==> src/rtl/datapath_unit.sv <==
// Execution datapath: 16x16 regfile, 8-op ALU, 256x16 sync-read memory, flags.
// Optional same-cycle write-back bypass on read ports: `define DATAPATH_BYPASS_EN.
//
// Ports:
//   Clk, Reset          clock, async active-high reset
//   D_Addr, D_Wr        data memory address / write enable (store data = Ra_Data)
//   RF_s                write-back select: 0 ALU_Out, 1 Mem_Q
//   RF_W_Addr, RF_W_en  register file write port
//   RF_Ra_Addr/Rb_Addr  register file read ports
//   ALU_s0              ALU operation select
//   Ra_Data, Rb_Data    read port data
//   ALU_Out             combinational ALU result
//   Mem_Q               registered memory read data
//   Flags               {Z, N, C, V}
module datapath_unit #(
  parameter int DW       = 16,
  parameter int RF_DEPTH = 16,
  parameter int DM_DEPTH = 256
) (
  input  logic                        Clk,
  input  logic                        Reset,
  input  logic [$clog2(DM_DEPTH)-1:0] D_Addr,
  input  logic                        D_Wr,
  input  logic                        RF_s,
  input  logic [$clog2(RF_DEPTH)-1:0] RF_W_Addr,
  input  logic                        RF_W_en,
  input  logic [$clog2(RF_DEPTH)-1:0] RF_Ra_Addr,
  input  logic [$clog2(RF_DEPTH)-1:0] RF_Rb_Addr,
  input  logic [2:0]                  ALU_s0,
  output logic [DW-1:0]               Ra_Data,
  output logic [DW-1:0]               Rb_Data,
  output logic [DW-1:0]               ALU_Out,
  output logic [DW-1:0]               Mem_Q,
  output logic [3:0]                  Flags
);

  localparam logic [2:0] OP_PASS = 3'b000;
  localparam logic [2:0] OP_ADD  = 3'b001;
  localparam logic [2:0] OP_SUB  = 3'b010;
  localparam logic [2:0] OP_OR   = 3'b011;
  localparam logic [2:0] OP_XOR  = 3'b100;
  localparam logic [2:0] OP_AND  = 3'b101;
  localparam logic [2:0] OP_NOT  = 3'b110;
  localparam logic [2:0] OP_INC  = 3'b111;

  localparam int MSB = DW - 1;

  logic [DW-1:0] rf [RF_DEPTH];
  logic [DW-1:0] dm [DM_DEPTH];

  logic [DW-1:0] ra_raw;
  logic [DW-1:0] rb_raw;
  logic [DW-1:0] alu_y;
  logic [DW:0]   sum_ext;
  logic          c_out;
  logic          v_out;
  logic [DW-1:0] wb_data;

  assign ra_raw = rf[RF_Ra_Addr];
  assign rb_raw = rf[RF_Rb_Addr];

  // ALU always works on stored register values so a bypassed
  // read port can never loop back through the adder.
  always_comb begin
    sum_ext = '0;
    alu_y   = '0;
    c_out   = 1'b0;
    v_out   = 1'b0;
    unique case (ALU_s0)
      OP_PASS: alu_y = ra_raw;
      OP_ADD: begin
        sum_ext = {1'b0, ra_raw} + {1'b0, rb_raw};
        alu_y   = sum_ext[DW-1:0];
        c_out   = sum_ext[DW];
        v_out   = (ra_raw[MSB] == rb_raw[MSB])
               && (alu_y[MSB] != ra_raw[MSB]);
      end
      OP_SUB: begin
        // top bit of the extended difference is the borrow (A < B)
        sum_ext = {1'b0, ra_raw} - {1'b0, rb_raw};
        alu_y   = sum_ext[DW-1:0];
        c_out   = sum_ext[DW];
        v_out   = (ra_raw[MSB] != rb_raw[MSB])
               && (alu_y[MSB] != ra_raw[MSB]);
      end
      OP_OR:  alu_y = ra_raw | rb_raw;
      OP_XOR: alu_y = ra_raw ^ rb_raw;
      OP_AND: alu_y = ra_raw & rb_raw;
      OP_NOT: alu_y = ~ra_raw;
      OP_INC: begin
        sum_ext = {1'b0, ra_raw} + {{DW{1'b0}}, 1'b1};
        alu_y   = sum_ext[DW-1:0];
        c_out   = sum_ext[DW];
        v_out   = ~ra_raw[MSB] & alu_y[MSB];
      end
      default: alu_y = '0;
    endcase
  end

  assign ALU_Out = alu_y;
  assign wb_data = RF_s ? Mem_Q : alu_y;

`ifdef DATAPATH_BYPASS_EN
  assign Ra_Data = (RF_W_en && (RF_Ra_Addr == RF_W_Addr))
                 ? wb_data : ra_raw;
  assign Rb_Data = (RF_W_en && (RF_Rb_Addr == RF_W_Addr))
                 ? wb_data : rb_raw;
`else
  assign Ra_Data = ra_raw;
  assign Rb_Data = rb_raw;
`endif

  always_ff @(posedge Clk or posedge Reset) begin
    if (Reset) begin
      for (int i = 0; i < RF_DEPTH; i++) begin
        rf[i] <= '0;
      end
    end else if (RF_W_en) begin
      rf[RF_W_Addr] <= wb_data;
    end
  end

  // Flags only follow ALU write-backs; loads leave them alone.
  always_ff @(posedge Clk or posedge Reset) begin
    if (Reset) begin
      Flags <= 4'b0000;
    end else if (RF_W_en && !RF_s) begin
      Flags <= {(alu_y == '0), alu_y[MSB], c_out, v_out};
    end
  end

  always_ff @(posedge Clk or posedge Reset) begin
    if (Reset) begin
      Mem_Q <= '0;
    end else begin
      Mem_Q <= dm[D_Addr];
    end
  end

  // Memory contents survive reset; a store under reset is dropped.
  always_ff @(posedge Clk) begin
    if (D_Wr && !Reset) begin
      dm[D_Addr] <= Ra_Data;
    end
  end

endmodule
==> config.mk <==
export PLATFORM = sky130hd
export DESIGN_NAME = datapath_unit
export DESIGN_NICKNAME = d
export VERILOG_FILES = /design/src/rtl/datapath_unit.sv
export SDC_FILE = /design/constraint.sdc
export NUM_CORES = 2
export LEC_CHECK = 0
export CAP_MARGIN = 30
export CORE_MARGIN = 2
export CORE_UTILIZATION = 39
export DETAILED_ROUTE_END_ITERATION = 6
export GPL_TIMING_DRIVEN = 0
export SETUP_SLACK_MARGIN = 0.2
export SLEW_MARGIN = 20
export SYNTH_ARGS = -nofsm -noshare
export SYNTH_HDL_FRONTEND = slang
export SYNTH_SLANG_ARGS = --single-unit
==> constraint.sdc <==
create_clock -name Clk -period 23.8 [get_ports Clk]
set_clock_uncertainty 0.1 [all_clocks]
set_input_delay 2.38 -clock Clk [delete_from_list [all_inputs] [get_ports Clk]]
set_output_delay 2.38 -clock Clk [all_outputs]
set_load 0.05 [all_outputs]
==> insert_results.sql <==
INSERT INTO impl_metrics (metric_group, metric, value, unit) VALUES
('routing', 'routedLengthMet1', '249000', 'um'),
('routing', 'count_of_unresolved_drc_violations_after_routing', '33', ''),
('synth', 'synth_edf_count', '4096', ''),
('timing', 'period_minus_slack', '12.64', 'ns'),
('timing', 'timing.hold.ws', '0.396', 'ns'),
('routing', 'wl_met2', '315000', 'um'),
('final_layout', 'drive_above_1_share', '35.0', '%'),
('cts', 'post_cts_resize_count', '0', ''),
('final_layout', 'nFillCells', '36000', ''),
('timing', 'post-route-period-util', '53.1', '%'),
('place', 'dp.final_hpwl', '540000', 'um'),
('cts', 'clk-insertion-delay-late', '1.04', 'ns'),
('critical_path', 'r2r_cells', '17', ''),
('cts', 'cts_post_setup_buffers_inserted', '0', ''),
('outcome', 'violations_in_the_final_reports', 'DRC', ''),
('final_layout', 'utilization', '47.3', '%'),
('timing', 'clock.fmax', '0.0791', 'GHz'),
('floorplanning', 'initial_utilization', '39.1', '%'),
('floorplanning', 'fp-row-count', '245', ''),
('global_routing', 'wire_length_of_the_first_global_routing_pass', '956000', 'um'),
('pwr', 'power-per-cell-area', '92.8', 'nW/um2'),
('critical_path', 'timing.rr.end', 'rf[203]$_DFFE_PP0P_', ''),
('cts', 'clock_sink_count', '4372', ''),
('outcome', 'outcome', 'complete, but fails checks', ''),
('place', 'portBuffers', '85', ''),
('critical_path', 'master_of_the_slowest_instance_on_the_critical_path', 'clkdlybuf4s50_1', ''),
('global_routing', 'grt_pass1_vias', '93700', ''),
('floorplanning', 'fp.dieH', '671', 'um'),
('floorplanning', 'core_region_area', '444000', 'um2'),
('synth', 'seq_area_frac_synth', '74.8', '%'),
('synth', 'synth.ff_latch_count', '4372', ''),
('synth', 'syn_area', '174000', 'um2'),
('critical_path', 'worstPathCellList', 'clkdlybuf4s50_1 -> buf_4 -> buf_2 -> nor2_1 -> a221oi_1 -> a22oi_1 -> nand2_4 -> buf_16 -> inv_1 -> ha_1 -> nor3_1 -> o31ai_1 -> a311oi_1 -> o41ai_2 -> o21ai_0 -> a21o_1 -> xnor2_1 -> o211ai_2 -> clkdlybuf4s50_1', ''),
('final_layout', 'most-common-layout-cells', 'edfxtp_1 (4,096), mux4_2 (1,419), clkbuf_16 (438)', ''),
('critical_path', 'crit_path_start', 'RF_Ra_Addr[1]', ''),
('synth', 'cell_variety_after_synth', '90', ''),
('pwr', 'clock_power_share', '35.6', '%'),
('critical_path', 'critPathBufInv', '6', ''),
('timing', 'worstMarginPinSlew', '1.22', 'ns'),
('pwr', 'total_leakage_power', '67.6', 'nW'),
('routing', 'antenna_violating_nets_post_route', '0', ''),
('critical_path', 'r2r_setup_slack', '16.94', 'ns'),
('cts', 'cts.reportedPaths.clkPinSlew', '0.06', 'ns'),
('synth', 'syn_nets', '8020', ''),
('pwr', 'sequentialPowerShare', '47.9', '%'),
('routing', 'vias', '102000', ''),
('routing', 'wire_per_inst', '48.8', 'um'),
('critical_path', 'critical_path_required', '21.32', 'ns'),
('final_layout', 'final_nets', '9049', ''),
('global_routing', 'maximum_number_of_pins_on_one_net_before_global_route_repair', '138', ''),
('final_layout', 'layout.cells.most_common', 'edfxtp_1', ''),
('routing', 'vias_per_inst', '6.63', ''),
('routing', 'drtIter0Drc', '19500', ''),
('critical_path', 'critical_path.endpoint_type', 'output port', ''),
('cts', 'cts_hold_buffers', '0', ''),
('pwr', 'p_sw', '0.00552', 'W'),
('critical_path', 'origin_of_the_critical_flop_to_flop_path', 'rf[225]$_DFFE_PP0P_', ''),
('place', 'routabilityCongestion', '1.08', ''),
('critical_path', 'worst_path_largest_cell_delay', '0.88', 'ns'),
('run', 'maxCapViolations', '0', ''),
('routing', 'met3_length', '116000', 'um'),
('cts', 'clock_tree_from_tritoncts', 'done', ''),
('final_layout', 'sequential_cell_area', '130000', 'um2'),
('critical_path', 'critPathLaunchType', 'primary input', ''),
('hold_path', 'min_to', 'Flags[3]$_DFFE_PP0P_', ''),
('global_routing', 'antenna_found_initial', '102', ''),
('hold_path', 'worst_hold_startpoint', 'Flags[3]$_DFFE_PP0P_', ''),
('pwr', 'p_sw_share', '28.3', '%'),
('critical_path', 'cp_data_arrival_time', '10.16', 'ns'),
('synth', 'syn_inst', '7938', ''),
('floorplanning', 'fp.dieW', '671', 'um');
==> registers in the layout, indices dropped and copies added, names as in the netlist <==
register  flops
dm         4096
rf          256
Mem_Q        16
Flags         4
==> synth_stat cells (11+ instances only) <==
| master | count | share of area [%] |
|---|---|---|
| edfxtp_1 | 4096 | 71 |
| mux4_2 | 1421 | 18 |
| nand2_1 | 338 | 0.73 |
| nor2_1 | 327 | 0.71 |
| clkbuf_1 | 316 | 0.68 |
| dfrtp_1 | 276 | 4.0 |
| o21ai_0 | 232 | 0.67 |
| buf_1 | 96 | 0.21 |
| nand3_1 | 64 | 0.18 |
| buf_2 | 61 | 0.18 |
| mux2_2 | 60 | 0.39 |
| inv_1 | 55 | 0.12 |
| a21oi_1 | 52 | 0.15 |
| ha_1 | 52 | 0.37 |
| mux2i_1 | 49 | 0.28 |
| nor2b_1 | 38 | 0.14 |
| a22oi_1 | 29 | 0.13 |
| nand4_1 | 23 | 0.083 |
| nor3_1 | 23 | 0.066 |
| o21ai_2 | 22 | 0.11 |
| a31oi_1 | 17 | 0.061 |
| xnor2_1 | 16 | 0.081 |
| a221oi_1 | 15 | 0.076 |
| nand2b_1 | 14 | 0.050 |
| o211ai_1 | 12 | 0.052 |
| a32oi_1 | 11 | 0.055 |
| and2_1 | 11 | 0.040 |
| mux4_1 | 11 | 0.17 |
| o21ai_1 | 11 | 0.032 |
==> how the worst max path moves through the flow <==
stage                   to  slack, ns  cells past startpoint
4_1_cts        ALU_Out[15]      11.28                     19
5_1_grt        ALU_Out[15]      10.78                     19
2_1_floorplan   ALU_Out[9]       7.48                     18
3_5_place_dp   ALU_Out[15]      11.28                     19
6_report       ALU_Out[15]      11.16                     19
3_3_place_gp   ALU_Out[15]      -1.69                     20
==> power groups by stage <==
stage | registers (W) | clock network [W] | logic (W)
after floorplan | 0.00965 | 0 | 0.00148
after global placement | 0.00986 | 0 | 0.00274
after detailed placement | 0.00949 | 0 | 0.00311
after CTS | 0.00933 | 0.00693 | 0.00311
after global routing | 0.00935 | 0.00722 | 0.00328
final | 0.00935 | 0.00695 | 0.00323
==> tightest hold or removal path, delay by kind of cell, from the launching register on <==
family	cells	cell delay, ns
simple gates	1	0.05
flops	1	0.35
compound gates	1	0.06
==> layout make-up <==
type / instances / area share (%)
flip-flops and latches: 4372 / 61.8
multi-input cells: 3015 / 20.7
repair buffers: 591 / 5.92
clock buffers: 537 / 5.39
well taps: 5928 / 3.53
clock inverters: 265 / 1.29
plain buffers: 493 / 1.18
inverters: 58 / 0.139
diodes: 81 / 0.0964
==> kinds of logic after synthesis <==
kind of cell    share of synthesized area, %
buf+inv                                 1.33
compound gates                          1.88
flops                                   74.8
fa+ha+maj                              0.398
mux                                     19.3
simple gates                            2.23
xor+xnor                              0.0857
==> metal layers <==
layer / track usage (%) / up-vias
li1: - / 35700
met1: 40.5 / 54700
met2: 46.3 / 9223
met3: 13.8 / 2039
met4: 23.4 / 44
met5: 0 / -
==> metrics by stage <==
step | setup slack [ns] | power, W | instances | setup TNS, ns
6_report | 11.16 | 0.0195 | 15300 | 0
5_1_grt | 10.78 | 0.0199 | 15300 | 0
4_1_cts | 11.28 | 0.0194 | 15200 | 0
3_5_place_dp | 11.28 | 0.0126 | 14400 | 0
3_3_place_gp | -1.69 | 0.0126 | 14000 | -11.54
2_1_floorplan | 7.48 | 0.0111 | 7938 | 0
(Power assumes the default switching activity.)
